`src/rtl/early_debouncer.sv`:
```
// Early-detection switch debouncer: the first synchronized edge of sw is passed straight through,
// then the input is ignored for a hold window of WAIT_TICKS external tick pulses.
module early_debouncer #(
    parameter int WAIT_TICKS  = 4,
    parameter int SYNC_STAGES = 2
) (
    input  logic clk,
    input  logic reset,
    input  logic sw,
    input  logic tick,
    output logic db_level,
    output logic db_rise,
    output logic db_fall,
    output logic busy
);

    localparam int CW = $clog2(WAIT_TICKS + 1);
    localparam logic [CW-1:0] LAST_COUNT = CW'(WAIT_TICKS - 1);

    typedef enum logic [1:0] {
        ZERO  = 2'd0,
        WAIT1 = 2'd1,
        ONE   = 2'd2,
        WAIT0 = 2'd3
    } state_t;

    state_t                 state;
    logic [CW-1:0]          count;
    logic [SYNC_STAGES-1:0] sync;
    logic                   sw_s;

    // NOTE: the synchronizer flops are reset too, so a held switch must re-propagate after reset.
    always_ff @(posedge clk or posedge reset) begin
        if (reset) begin
            sync <= '0;
        end else begin
            sync <= {sync[SYNC_STAGES-2:0], sw};
        end
    end

    assign sw_s = sync[SYNC_STAGES-1];

    // NOTE: all state and outputs are updated with non-blocking assignments so every register
    // samples the pre-edge values, regardless of statement order.
    always_ff @(posedge clk or posedge reset) begin
        if (reset) begin
            state    <= ZERO;
            count    <= '0;
            db_level <= 1'b0;
            db_rise  <= 1'b0;
            db_fall  <= 1'b0;
            busy     <= 1'b0;
        end else begin
            db_rise <= 1'b0;
            db_fall <= 1'b0;
            case (state)
                ZERO: begin
                    count <= '0;
                    if (sw_s) begin
                        state    <= WAIT1;
                        db_level <= 1'b1;
                        db_rise  <= 1'b1;
                        busy     <= 1'b1;
                    end
                end
                WAIT1: begin
                    if (tick) begin
                        if (count == LAST_COUNT) begin
                            state <= ONE;
                            count <= '0;
                            busy  <= 1'b0;
                        end else begin
                            count <= count + 1'b1;
                        end
                    end
                end
                ONE: begin
                    count <= '0;
                    if (!sw_s) begin
                        state    <= WAIT0;
                        db_level <= 1'b0;
                        db_fall  <= 1'b1;
                        busy     <= 1'b1;
                    end
                end
                WAIT0: begin
                    if (tick) begin
                        if (count == LAST_COUNT) begin
                            state <= ZERO;
                            count <= '0;
                            busy  <= 1'b0;
                        end else begin
                            count <= count + 1'b1;
                        end
                    end
                end
                default: begin
                    // Unknown encoding recovers to the idle low state.
                    state    <= ZERO;
                    count    <= '0;
                    db_level <= 1'b0;
                    busy     <= 1'b0;
                end
            endcase
        end
    end

endmodule

```
`config.mk`:
```
export PLATFORM = sky130hd
export DESIGN_NAME = early_debouncer
export DESIGN_NICKNAME = d
export VERILOG_FILES = /design/src/rtl/early_debouncer.sv
export SDC_FILE = /design/constraint.sdc
export NUM_CORES = 1
export LEC_CHECK = 0
export ABC_AREA = 1
export CAP_MARGIN = 5
export CORE_AREA = 2 2 39 41
export DETAILED_ROUTE_END_ITERATION = 10
export DIE_AREA = 0 0 41 43
export GPL_ROUTABILITY_DRIVEN = 0
export PLACE_DENSITY = 0.64
export RECOVER_POWER = 50
export SLEW_MARGIN = 20
export SYNTH_ARGS = -nofsm -noshare
export SYNTH_HDL_FRONTEND = slang
export SYNTH_SLANG_ARGS = --single-unit
```
`constraint.sdc`:
```
create_clock -name clk -period 1.59 [get_ports clk]
set_input_delay 0.3975 -clock clk [delete_from_list [all_inputs] [get_ports clk]]
set_output_delay 0.3975 -clock clk [all_outputs]
set_load 0.01 [all_outputs]
```
Word level (Yosys, flattened, before mapping)
Index checks and enable logic that the tools add are counted.

cells by class
  $add $sub $neg = 1
  equal/unequal tests = 12
  mux-type cells = 21
  reduce and logical (&&, ||, !) cells = 7

operator list
  cell                                                  number
  2-to-1 mux 2 bit                                      6
  != test 2 bit (second input constant)                 6
  2-to-1 mux 1 bit                                      9
  case mux 2 bit (4 select lines)                       1
  2-to-1 mux 3 bit                                      2
  case mux 3 bit (2 select lines)                       1
  AND reduction 6 bit                                   1
  equality test 2 bit (second input constant)           2
  != test 2 x 1 -> 1 bit (second input constant)        2
  AND reduction 4 bit                                   1
  OR reduction 2 bit                                    2
  adder 3 x 1 -> 3 bit (second input constant)          1
  equality test 3 x 2 -> 1 bit (second input constant)  1
  case mux 1 bit (3 select lines)                       1
  AND reduction 3 bit                                   1
  equality test 2 x 1 -> 1 bit (second input constant)  1
  logical NOT 2 bit                                     1
  case mux 1 bit (2 select lines)                       1
  nonzero test 2 bit                                    1

storage, ports and cells
  flip-flop bits (word level) = 11
  input bits = 4
  output and inout bits = 4

Depth between registers and ports, before layout
Gate-level depths: netlist of run 1.

  word-level depth = 4
  mapped depth = 8
  gate-level depth less buffers = 8

Least setup slack after synthesis of run 1
OpenSTA, ideal clock, no wires.

  path kind = reg-to-reg
  start = register state[0]
  end = register busy
  library setup time = 0.117 ns
  arrival time = 1.039 ns
  required time = 1.473 ns
  path slack = 0.434 ns
  cell stages (with the launch flop) = 9
  period minus slack after synthesis = 1.156 ns
  cell sequence = dfrtp_1 -> inv_1 -> ha_1 -> inv_1 -> nand2_1 -> nand2_2 -> nand3_2 -> nand2_1 -> nand2_1

between the ends
  cells in the longest elaborated chain, start to end = 4

ends and longest elaborated chain
  item                                                                        line  source
  start: declaration                                                          27    state_t state;
  start signal: assignment                                                    47    state <= ZERO;
  start signal: assignment                                                    60    state <= WAIT1;
  start signal: assignment                                                    69    state <= ONE;
  equality test 2 bit / equality test 2 x 1 -> 1 bit (equally long branches)  56    case (state)
  OR reduction 2 bit (no line)                                                n/a
  != test 2 x 1 -> 1 bit (no line)                                            n/a
  AND reduction 4 bit (no line)                                               n/a
  end signal: assignment                                                      52    busy <= 1'b0;
  end signal: assignment                                                      63    busy <= 1'b1;
  end signal: assignment                                                      71    busy <= 1'b0;
  end: declaration                                                            14    output logic busy

Parallel ways exist; a longest one is shown, timed or not.
A chain may end at the register's enable or synchronous reset.

Worst setup path in the final report of run 1
  start = register db_rise
  end = output db_rise

RTL lines
  item                      line  source
  start: declaration        12    output logic db_rise,
  start signal: assignment  50    db_rise <= 1'b0;
  start signal: assignment  54    db_rise <= 1'b0;
  start signal: assignment  62    db_rise <= 1'b1;

No word-level cell between the ends.

==> results.md, run 1 <==
Critical path:
- The critical path goes through clkdlybuf4s50_1.
- The worst setup path is of the reg -> out kind.
- The slowest stage cell on the critical path is sky130_fd_sc_hd__clkdlybuf4s50_1.
- The critical path arrival is about 1.1 ns.
- At the worst endpoint, the required time is approximately 1.2 ns.
- The number of buffers and inverters on the critical path is 1.
- The maximum fanout count along the critical path is 1.
- In this design, the largest share of critical-path delay is due to buffers and inverters.
- STA classifies the critical path endpoint as a primary output.
- STA classifies the critical path startpoint as a register.
- The delay contributed by the slowest stage of the critical path is ~0.52 ns.

Power and ir drop:
- The worst-case IR drop observed on VDD is approximately 650 µV.
- The part of the power in registers is 0.386.
- The fraction of power spent switching nets is 0.398.
- The internal power is roughly 660 µW.
- The clock network power share is 0.172.
- Dividing total power by cell area gives a power density of 1700 mW/mm².
- Summed over all cells, the static leakage comes to 0.359 nW.
- The fraction of power consumed by combinational cells is 0.442.
- Summed over all nets, the switching power comes to roughly 440 µW.

Timing:
- The sum of negative setup slack is 0 ns.
- After layout, the worst setup slack is slightly above 0.08 ns.
- Measured against its own limit, the worst slew margin works out to 0.720.
- Setup repair after global routing left no endpoint under its margin.
- The final count of pins violating max slew is 0.
- Across all hold checks on the routed design, the worst slack comes to roughly 0.35 ns.
- The number of hold-slack violations in the final timing report is 0.
- The final worst clock skew is 0.00307 ns.
- The shortest period the worst path allows is approximately 1.5 ns.
- Derived from the worst setup path, the maximum achievable clock frequency is approximately 0.66 GHz.
- The actual transition at the worst max-transition pin is 0.420 ns.
- The final cycle utilization of the critical path is 0.949.
- The final setup violation count is 0.

Hold path:
- The path class of the tightest hold or removal check is reg -> reg.

Global route:
- The number of global-route vias before repair is between 300 and 400.
- The overall routing resource usage is 0.128.
- Summed over all layers, the global routing overflow is 0.
- The number of antenna violations at the first check in global routing was 0.
- The first global-routing pass estimated around 1400 µm of wire.
- The largest net degree at the start of global routing is 12.

Clock network:
- After clock tree synthesis, the clock-pin slew on the worst setup and hold paths is about 0.07 ns.
- The number of hold buffers added after CTS was 0.
- The clock net sink count is 11.
- The longest clock path from root to sink contains 2 buffers.
- The root buffer cell chosen for the clock tree is sky130_fd_sc_hd__clkbuf_4.
- The clock tree from TritonCTS is yes.
- The number of buffers created by CTS is 3.
- For the worst-skew pair, the clock arrives at the later sink with an insertion delay of 0.27 ns.
- The total setup buffers inserted after CTS is 0.
- The H-tree depth reported by CTS is 1.
- After clock tree synthesis, the repair step resized 0 gates.

Drt:
- The post-detailed-routing wire length is between 700 and 800 µm.
- After detailed routing, the average wire length per cell comes to slightly above 9 µm.
- In the routed layout, each cell is associated on average with a via count of 4.43.
- The count of antenna-violating nets left after detailed routing is 0.
- The detailed-route via count is 381.
- The detailed-router iteration count before antenna repair is 2.
- The detailed-route DRC error count is 0.
- After the first detailed-routing iteration, the DRC count stood at 6.

Run:
- The tool flagged a number of max-cap violations equal to 0.

Yosys:
- After synthesis, the netlist uses 11 different library cells.
- The number of nets produced by synthesis is between 60 and 70.
- The synthesized instance count is 59.
- The mapped cell area is around 530 µm².
- The average instance area after synthesis is a little under 9 µm².
- In this run, synthesis produced a sequential element count of 11.
- The sequential fraction of the synthesis area is 0.521.
- The total of warnings raised by yosys is 0.

Cells and area:
- The signed area change from the synthesized netlist to the final layout is 23.0%.
- 0 antenna diodes ended up in the layout.
- The fraction of layout cells with a size suffix above 1 is 0.114.
- Once layout is complete, the cells apart from fillers number 86.
- The net count of the finished layout is 80.
- The filler cells instantiated in the layout total about 140.

Die:
- Measured along the x axis, the die boundary spans around 40 µm.
- The initial utilization of the core area, before any placement, comes to 0.382.
- The I/O pin total is 8.
- The floorplan has 14 rows.
- From bottom edge to top edge, the die measures around 43 µm.
- The die covers roughly 0.0018 mm².
- In this run the standard cell core region covers between 0.001 and 0.0015 mm².

Place:
- The number of placed instances, taps included, is a little over 80.
- Before CTS, the worst setup slack after placement is 0.220 ns.
- Input and output buffers added on the ports amount to 7.
- The wire-length estimate of the detail-placed layout is just over 600 µm.

Outcome:
- The run finished with clean final reports.
==> final cells by class <==
| cell class | instances | area, µm² | share of cell area |
|---|---|---|---|
| timing repair buffer | 7 | 75.1 | 0.116 |
| clock buffer | 4 | 26.3 | 0.0405 |
| inverter | 13 | 48.8 | 0.0751 |
| multi-input combinational | 35 | 204 | 0.314 |
| tap | 16 | 20.0 | 0.0308 |
| sequential | 11 | 275 | 0.424 |
==> synthesized netlist by cell type (all sizes together) <==
cell    count  area (µm²)
nand3       4        25.0
ha          5        62.6
nor2        2        7.51
inv        13        48.8
o21ai       4        20.0
dfrtp      11         275
a211oi      1        7.51
nand2      19        81.3
==> logic make-up after synthesis <==
family          share of synthesized area
simple gates                        0.216
buf+inv                            0.0924
flops                               0.521
compound gates                     0.0521
fa+ha+maj                           0.118
==> layer usage <==
layer	GRT usage	vias to the layer above	part of all wire	routed length, µm
met3	0.0314	4	0.033	26
met2	0.169	6	0.46	364
met1	0.162	172	0.47	369
met4	0.120	0	0.038	30
li1	-	199	-	-
met5	0	-	0	0
==> through the flow <==
stage / instance area [µm²] / total power, mW / utilization
floorplan: 528 / 0.773 / -
global placement: 618 / 0.924 / 0.447
detailed placement: 618 / 0.933 / 0.447
CTS: 644 / 1.12 / 0.466
global route: 649 / 1.23 / 0.469
finish: 649 / 1.10 / 0.469
==> registers in the layout, summed over array words and instances, names as in the netlist <==
name,count
sync,2
busy,1
count,3
state,2
db_rise,1
db_fall,1
db_level,1
==> cells in the final DEF, fill, tap and decap left out, types with 3 or more instances in the layout <==
cell type / Yosys / routed
sky130_fd_sc_hd__nand3_1: 3 / 3
sky130_fd_sc_hd__dfrtp_1: 11 / 11
sky130_fd_sc_hd__clkdlybuf4s50_1: 0 / 3
sky130_fd_sc_hd__ha_1: 5 / 5
sky130_fd_sc_hd__nand2_1: 15 / 15
sky130_fd_sc_hd__o21ai_0: 3 / 3
sky130_fd_sc_hd__nand2_2: 4 / 4
sky130_fd_sc_hd__inv_1: 13 / 13
sky130_fd_sc_hd__clkbuf_4: 0 / 3
==> path summary, 6_finish.rpt <==
path | slack, ns | cells past startpoint | from | endpoint
max in group asynchronous | 0.75 | 2 | reset | state[0]$_DFFE_PP0P_
min in group asynchronous | 0.55 | 2 | reset | sync[1]$_DFF_PP0_
setup / recovery | 0.08 | 1 | db_rise$_DFF_PP0_ | db_rise
hold / removal | 0.35 | 0 | sync[0]$_DFF_PP0_ | sync[1]$_DFF_PP0_
hold reg to reg | 0.35 | 0 | sync[0]$_DFF_PP0_ | sync[1]$_DFF_PP0_
setup reg to reg | 0.31 | 8 | state[0]$_DFFE_PP0P_ | busy$_DFFE_PP0P_
==> power by group through the flow <==
| stage | Sequential [mW] | Clock (mW) | Combinational [mW] |
|---|---|---|---|
| after CTS | 0.429 | 0.196 | 0.500 |
| after detailed placement | 0.434 | 0 | 0.499 |
| after global placement | 0.433 | 0 | 0.491 |
| after global routing | 0.439 | 0.217 | 0.569 |
| after floorplan | 0.438 | 0 | 0.335 |
| final | 0.427 | 0.190 | 0.488 |
No activity file was read; power rests on OpenSTA's default activity.
==> run 2: changes to the inputs <==
ABC_AREA = not set   (was 1)
CORE_AREA = 8 8 45 47   (was 2 2 39 41)
DIE_AREA = 0 0 53 55   (was 0 0 41 43)
PLACE_DENSITY = 0.63   (was 0.64)
==> results.md, run 2 <==
Yosys:
- The area share of the leading cell type in the synthesized netlist is 0.534 (was 0.521).
- The leading cell type by number of instances after synthesis is sky130_fd_sc_hd__dfrtp_1 (was sky130_fd_sc_hd__nand2_1).
- The average instance area after synthesis was 11.7 µm² (was 8.95 µm²).
- Top post-synthesis cells by count: sky130_fd_sc_hd__dfrtp_1, sky130_fd_sc_hd__ha_1, sky130_fd_sc_hd__inv_1, sky130_fd_sc_hd__nand2b_1 (was sky130_fd_sc_hd__nand2_1, sky130_fd_sc_hd__inv_1, sky130_fd_sc_hd__dfrtp_1, sky130_fd_sc_hd__ha_1, sky130_fd_sc_hd__nand2_2).
- The total of flip-flops plus latches after synthesis came to 11 (unchanged).
- The top flip-flop cell by instance count after synthesis is sky130_fd_sc_hd__dfrtp_1 (unchanged).
- The number of flops mapped to enable cells by yosys came to 0 (unchanged).
- The number of nets produced by synthesis is 53 (was 68).
- The fraction of registers with async set/reset came to 1.00 (unchanged).
- The top cell type by total area after synthesis is sky130_fd_sc_hd__dfrtp_1 (unchanged).
- Leading cell types by total area after synthesis: sky130_fd_sc_hd__dfrtp_1, sky130_fd_sc_hd__ha_1, sky130_fd_sc_hd__nor2_8 (was sky130_fd_sc_hd__dfrtp_1, sky130_fd_sc_hd__ha_1, sky130_fd_sc_hd__nand2_1).
- The total of warnings raised by yosys is 0 (unchanged).
- The mapped cell area is 515 µm² (was 528 µm²).
- The number of library cell types mapped by synthesis is 20 (was 11).
- The sequential fraction of the synthesis area was 0.534 (was 0.521).
- The synthesized instance count was 44 (was 59).

Timing:
- The final worst clock skew is 0.00606 ns (was 0.00307 ns).
- The highest clock frequency the design can meet is 0.653 GHz (was 0.662 GHz).
- The final cycle utilization of the critical path is 0.963 (was 0.949).
- Setup repair after global routing missed its margin: no (unchanged).
- The minimum hold slack is 0.359 ns (was 0.355 ns).
- The final count of pins violating max slew is 0 (unchanged).
- The actual transition at the worst max-transition pin is 0.408 ns (was 0.420 ns).
- The final setup violation count is 0 (unchanged).
- The final worst setup slack is 0.0587 ns (was 0.0804 ns).
- The shortest period the worst path allows was 1.53 ns (was 1.51 ns).
- The worst slew slack as a fraction of its limit was 0.728 (was 0.720).
- The sum of negative setup slack is 0 ns (unchanged).
- The number of hold-slack violations in the final timing report came to 0 (unchanged).

Run:
- The max-capacitance violation count is 0 (unchanged).

Cells and area:
- The flip-flop count of the largest register, all copies and words added was 3 (unchanged).
- The signed area change from the synthesized netlist to the final layout came to 24.5% (was 23.0%).
- The area of combinational cells with multiple inputs is 221 µm² (was 204 µm²).
- The register name with the most flops is count (unchanged).
- The fraction of layout cells with a size suffix above 1 is 0.143 (was 0.114).
- The number of antenna repair diodes is 0 (unchanged).
- Commonest non-fill, non-tap cells in the layout: sky130_fd_sc_hd__dfrtp_1, sky130_fd_sc_hd__inv_1, sky130_fd_sc_hd__ha_1 (was sky130_fd_sc_hd__nand2_1, sky130_fd_sc_hd__inv_1, sky130_fd_sc_hd__dfrtp_1).
- The most common cell after layout, fill and taps aside is sky130_fd_sc_hd__dfrtp_1 (was sky130_fd_sc_hd__nand2_1).
- The number of fill cells is 127 (was 144).
- Leading registers by flop count: count: 3 flops, state: 2 flops, sync: 2 flops (unchanged).
- The number of nets in the finished design is 66 (was 80).
- The register area was 275 µm² (unchanged).

Global route:
- The number of antenna violations at the first check in global routing is 0 (unchanged).
- The global-route wire length before repair was 1610 µm (was 1440 µm).
- The largest net degree at the start of global routing is 12 (unchanged).
- The overall routing resource usage is 0.0767 (was 0.128).
- The number of global-route vias before repair is 381 (was 347).
- The remaining global-route overflow is 0 (unchanged).

Critical path:
- The delay contributed by the slowest stage of the critical path is 0.53 ns (was 0.52 ns).
- The worst path required time was 1.19 ns (about the same).
- The number of buffers and inverters on the critical path came to 1 (unchanged).
- The kind of critical path is reg -> out (unchanged).
- Ordered list of cells on the worst path: clkdlybuf4s50_1 (unchanged).
- The maximum fanout count along the critical path came to 1 (unchanged).
- The kind of end point of the critical path was a primary output (unchanged).
- The critical path arrival came to 1.13 ns (was 1.11 ns).
- The element type at the critical path start is a register (unchanged).
- The cell type group with the largest total delay on the critical path is buffers and inverters (unchanged).
- The slowest stage cell on the critical path is sky130_fd_sc_hd__clkdlybuf4s50_1 (unchanged).

Drt:
- The number of DRC violations after detailed-routing iteration 0 came to 8 (was 6).
- The detailed-router iteration count before antenna repair was 4 (was 2).
- The via density per instance came to 4.71 (was 4.43).
- The post-detailed-routing wire length is 823 µm (was 791 µm).
- The count of antenna-violating nets left after detailed routing came to 0 (unchanged).
- The detailed-route DRC error count is 0 (unchanged).
- The detail-routed net length per standard cell is 11.4 µm (was 9.20 µm).
- The detailed-route via count is 339 (was 381).

Clock network:
- The H-tree depth reported by CTS is 1 (unchanged).
- The clock input transition at the sequential cells of the worst setup and hold paths is 0.08 ns (was 0.07 ns).
- The clock tree from TritonCTS is yes (unchanged).
- The clock root buffer is sky130_fd_sc_hd__clkbuf_4 (unchanged).
- The number of buffers created by CTS is 3 (unchanged).
- The clock net sink count came to 11 (unchanged).
- The insertion delay to the later sink of the worst-skew pair came to 0.27 ns (about the same).
- The total setup buffers inserted after CTS came to 0 (unchanged).
- The number of buffers on the longest clock path came to 2 (unchanged).

Power and ir drop:
- The total power of the final layout is 1.13 mW (was 1.10 mW).
- The static leakage power was 0.308 nW (was 0.359 nW).
- The total power per unit cell area is 1760 mW/mm² (was 1700 mW/mm²).
- The maximum ir drop on the vdd rail is 761 µV (was 649 µV).

Die:
- The I/O pin total was 8 (unchanged).
- The initial core utilization came to 0.373 (was 0.382).
- The die width is 53 µm (was 41 µm).
- The area of the die is 0.00292 mm² (was 0.00176 mm²).
- The placement row count is 14 (unchanged).
- The floorplan core area is 0.00138 mm² (unchanged).
- The die height is 55 µm (was 43 µm).

Outcome:
- Status: completed (unchanged).

Place:
- The half-perimeter wire length after detailed placement is 664 µm (was 615 µm).
- The setup slack after placement is 0.0798 ns (was 0.220 ns).
- The number of port buffers came to 7 (unchanged).

Hold path:
- The type of the most critical hold path is reg -> reg (unchanged).
==> run 2: changes by cell type after synthesis, moves of 2 or more <==
cell / previous run / this run
sky130_fd_sc_hd__nand2_1: 15 / 2
sky130_fd_sc_hd__inv_1: 13 / 5
sky130_fd_sc_hd__nand2_2: 4 / 0
sky130_fd_sc_hd__nand2b_1: 0 / 3
sky130_fd_sc_hd__a21oi_1: 0 / 2
sky130_fd_sc_hd__nand3_1: 3 / 1
==> run 2: stage by stage <==
stage	std cells	instance area, µm²	util
2_1_floorplan	44	515	-
4_1_cts	72	639	0.462
3_5_place_dp	68	613	0.443
5_1_grt	72	642	0.464
3_3_place_gp	68	613	0.443
6_report	72	642	0.464
==> run 2: what timing repair did <==
item	in CTS	in global routing
endpoints found under the hold margin	0	0
hold buffers	0	0
gates resized for setup	1	1
setup endpoints to repair	1	1
==> run 2: cells by family (layout without fill, tap and decap cells) <==
logic type | after synthesis | after routing | share of synthesized area
muxes | 1 | 1 | 0.0267
and+or+nand+nor | 13 | 13 | 0.170
AOI/OAI and AO/OA | 9 | 9 | 0.112
adders and majority gates | 5 | 5 | 0.121
DFF | 11 | 11 | 0.534
buffers and inverters | 5 | 17 | 0.0364
==> run 2: per-layer routing <==
layer,vias to the layer above,GRT usage,share of wire
li1,171,-,-
met1,161,0.0827,0.51
met2,7,0.121,0.44
met4,0,0.0517,0
met3,0,0.0321,0.055
met5,-,0,0
==> run 2: area by class of cell <==
cell class                      count  area share
Clock buffer                        3      0.0351
Sequential cell                    11       0.429
Tap cell                           16      0.0312
Timing Repair Buffer                8       0.123
Inverter                            5      0.0292
Clock inverter                      1     0.00780
Multi-Input combinational cell     28       0.345
==> run 2: where the power goes <==
group          internal [mW]  total, mW  switching, mW
registers              0.369      0.422         0.0535
logic                  0.258      0.520          0.262
clock network         0.0930      0.190         0.0974
==> run 2: final timing paths <==
path,slack [ns],startpoint,cells past startpoint,end
min in group asynchronous,0.54,reset,2,busy$_DFFE_PP0P_
worst max register to register,0.25,state[1]$_DFFE_PP0P_,5,state[0]$_DFFE_PP0P_
worst max-delay path,0.06,db_rise$_DFF_PP0_,1,db_rise
worst min-delay path,0.36,sync[0]$_DFF_PP0_,0,sync[1]$_DFF_PP0_
max in group asynchronous,0.75,reset,2,count[2]$_DFFE_PP0P_
worst min register to register,0.36,sync[0]$_DFF_PP0_,0,sync[1]$_DFF_PP0_
==> run 2: worst reg2reg max path: cells and delay by family, from the launching register on <==
kind	cells	cell delay, ns
AND/OR/NAND/NOR	1	0.07
flip-flops	1	0.40
buffers and inverters	1	0.10
AO/OA/AOI/OAI	2	0.39
adder cells (fa/ha/maj)	1	0.25
==> run 3: changes to the inputs <==
GPL_TIMING_DRIVEN = 0   (was not set)
clock period = 1.8 ns   (was 1.59 ns; I/O delays follow)
==> results.md, run 3 (same netlist as run 2, synthesis figures left out) <==
Clock network:
- The insertion delay to the later sink of the worst-skew pair came to 0.28 ns (was 0.27 ns).
- The clock net sink count is 11 (unchanged).
- The number of buffers on the longest clock path is 2 (unchanged).
- The number of buffers created by CTS was 3 (unchanged).
- The count of hold buffers inserted by post-cts repair is 0 (unchanged).
- The total setup buffers inserted after CTS is 0 (unchanged).
- The clock root buffer is sky130_fd_sc_hd__clkbuf_4 (unchanged).
- The clock tree from TritonCTS is yes (unchanged).
- The clock input transition at the sequential cells of the worst setup and hold paths was 0.07 ns (was 0.08 ns).
- The H-tree depth reported by CTS came to 1 (unchanged).
- The number of gates resized after CTS came to 0 (was 1).

Timing:
- The final worst clock skew is 0.00543 ns (was 0.00606 ns).
- The minimum hold slack is 0.353 ns (was 0.359 ns).
- Static timing analysis puts the maximum clock frequency at 0.609 GHz.
- The final count of pins violating max slew came to 0 (unchanged).
- Setup repair after global routing missed its margin: no (unchanged).
- The final setup violation count is 0 (unchanged).
- The number of hold-slack violations in the final timing report is 0 (unchanged).
- The actual transition at the worst max-transition pin came to 0.415 ns (was 0.408 ns).
- The sum of negative setup slack is 0 ns (unchanged).
- The worst slew slack as a fraction of its limit came to 0.723 (was 0.728).
- The shortest period the worst path allows is about 1.6 ns.
- Dividing the final minimum period by the clock period gives 0.912.

Run:
- The max-capacitance violation count is 0 (unchanged).

Die:
- The die width is 53 µm (unchanged).
- The die height was 55 µm (unchanged).
- The I/O pin total came to 8 (unchanged).
- The initial core utilization was 0.373 (unchanged).
- The area of the die is 0.00292 mm² (unchanged).
- The placement row count is 14 (unchanged).
- The floorplan core area came to 0.00138 mm² (unchanged).

Power and ir drop:
- The fraction of power spent switching nets is 0.369 (was 0.365).
- The total power of the final layout is 1.03 mW (was 1.13 mW).
- The clock network power share is 0.168 (about the same).
- The part of the power in registers is 0.363 (was 0.373).
- The net switching power of the design is 378 µW (was 413 µW).
- The fraction of power consumed by combinational cells is 0.468 (was 0.459).
- The total power per unit cell area is 1620 mW/mm² (was 1760 mW/mm²).
- The internal power is 647 µW (was 720 µW).
- The maximum ir drop on the vdd rail is 773 µV (was 761 µV).
- The static leakage power came to 0.298 nW (was 0.308 nW).

Drt:
- The detailed-router iteration count before antenna repair is 2 (was 4).
- The count of antenna-violating nets left after detailed routing is 0 (unchanged).
- The detailed-route DRC error count is 0 (unchanged).
- The detailed-route via count is 336 (was 339).
- The number of DRC violations after detailed-routing iteration 0 was 5 (was 8).
- The post-detailed-routing wire length is 875 µm (was 823 µm).
- The detail-routed net length per standard cell is 12.3 µm (was 11.4 µm).
- The via density per instance is 4.73 (was 4.71).

Global route:
- The remaining global-route overflow is 0 (unchanged).
- The largest net degree at the start of global routing is 12 (unchanged).
- The global-route wire length before repair is 1510 µm (was 1610 µm).
- The number of antenna violations at the first check in global routing came to 0 (unchanged).
- The overall routing resource usage is 0.0745 (was 0.0767).
- The number of global-route vias before repair is 332 (was 381).

Cells and area:
- Commonest non-fill, non-tap cells in the layout: sky130_fd_sc_hd__dfrtp_1, sky130_fd_sc_hd__inv_1, sky130_fd_sc_hd__ha_1, sky130_fd_sc_hd__clkdlybuf4s50_1 (was sky130_fd_sc_hd__dfrtp_1, sky130_fd_sc_hd__inv_1, sky130_fd_sc_hd__ha_1).
- The number of antenna repair diodes is 0 (unchanged).
- The fraction of layout cells with a size suffix above 1 is 0.127 (was 0.143).
- The signed area change from the synthesized netlist to the final layout is 22.8% (was 24.5%).
- The flip-flop count of the largest register, all copies and words added was 3 (unchanged).
- The number of nets in the finished design is 65 (was 66).
- The final core utilization is 0.458 (was 0.464).
- The number of fill cells is 140 (was 127).
- Leading registers by flop count: count: 3 flops, state: 2 flops, sync: 2 flops (unchanged).
- The register name with the most flops is count (unchanged).
- The most common cell after layout, fill and taps aside is sky130_fd_sc_hd__dfrtp_1 (unchanged).

Place:
- The half-perimeter wire length after detailed placement is 613 µm (was 664 µm).
- The number of port buffers is 7 (unchanged).

Outcome:
- Status: completed (unchanged).

Critical path:
- The element type at the critical path start is a register (unchanged).
- Ordered list of cells on the worst path: clkdlybuf4s50_1 (unchanged).
- The number of buffers and inverters on the critical path is 1 (unchanged).
- The worst path required time is 1.35 ns (was 1.19 ns).
- The cell type group with the largest total delay on the critical path is buffers and inverters (unchanged).
- The maximum fanout count along the critical path is 3 (was 1).
- The critical path arrival is 1.19 ns (was 1.13 ns).
- The delay contributed by the slowest stage of the critical path came to 0.54 ns (was 0.53 ns).
- The kind of end point of the critical path was a primary output (unchanged).
- The kind of critical path is reg -> out (unchanged).
- The slack of the worst reg-to-reg path came to 0.44 ns (was 0.25 ns).
- The slowest stage cell on the critical path is sky130_fd_sc_hd__clkdlybuf4s50_1 (unchanged).

Hold path:
- The type of the most critical hold path was reg -> reg (unchanged).
-- run 3: final timing paths --
kind                                      start              endpoint  cells past startpoint
max in group asynchronous                 reset  count[1]$_DFFE_PP0P_                      2
min in group asynchronous                 reset      busy$_DFFE_PP0P_                      2
setup / recovery           db_level$_DFFE_PP0P_              db_level                      1
hold reg to reg               sync[0]$_DFF_PP0_     sync[1]$_DFF_PP0_                      0
hold / removal                sync[0]$_DFF_PP0_     sync[1]$_DFF_PP0_                      0
setup reg to reg           state[1]$_DFFE_PP0P_  state[0]$_DFFE_PP0P_                      5
-- run 3: layout make-up --
| cell class | count | area [µm²] | area share |
|---|---|---|---|
| flip-flops and latches | 11 | 275 | 0.435 |
| multi-input cells | 28 | 221 | 0.350 |
| repair buffers | 7 | 70.1 | 0.111 |
| clock buffers | 3 | 22.5 | 0.0356 |
| well taps | 16 | 20.0 | 0.0316 |
| inverters | 5 | 18.8 | 0.0296 |
| clock inverters | 1 | 5.00 | 0.00791 |
-- run 3: worst register-to-register path: stages (launching register included) --
cell and delay [ns]:
sky130_fd_sc_hd__dfrtp_1 0.40, sky130_fd_sc_hd__inv_1 0.11, sky130_fd_sc_hd__ha_1 0.27, sky130_fd_sc_hd__nor2_8 0.07
sky130_fd_sc_hd__o21a_2 0.23, sky130_fd_sc_hd__o32a_1 0.17
-- run 3: routing by layer --
metal | track usage | wire, µm | up-vias | part of all wire
met5 | 0 | 0 | - | 0
met4 | 0.0776 | 32 | 0 | 0.037
met3 | 0.0374 | 70 | 6 | 0.080
met2 | 0.107 | 380 | 8 | 0.43
met1 | 0.0751 | 391 | 153 | 0.45
li1 | - | - | 169 | -
-- run 3: power groups by stage --
| stage | Clock [mW] | Sequential (mW) | Combinational, mW |
|---|---|---|---|
| finish | 0.173 | 0.373 | 0.480 |
| global route | 0.183 | 0.388 | 0.539 |
| CTS | 0.176 | 0.376 | 0.487 |
| detailed placement | 0 | 0.379 | 0.482 |
| global placement | 0 | 0.376 | 0.473 |
| floorplan | 0 | 0.389 | 0.329 |
-- run 3: through the flow --
| stage | area [µm²] | instances | setup WS, ns |
|---|---|---|---|
| after global placement | 606 | 67 | 0.121 |
| after CTS | 633 | 71 | 0.150 |
| after global routing | 633 | 71 | 0.125 |
| after detailed placement | 606 | 67 | 0.120 |
| after floorplan | 515 | 44 | 0.534 |
| final | 633 | 71 | 0.159 |
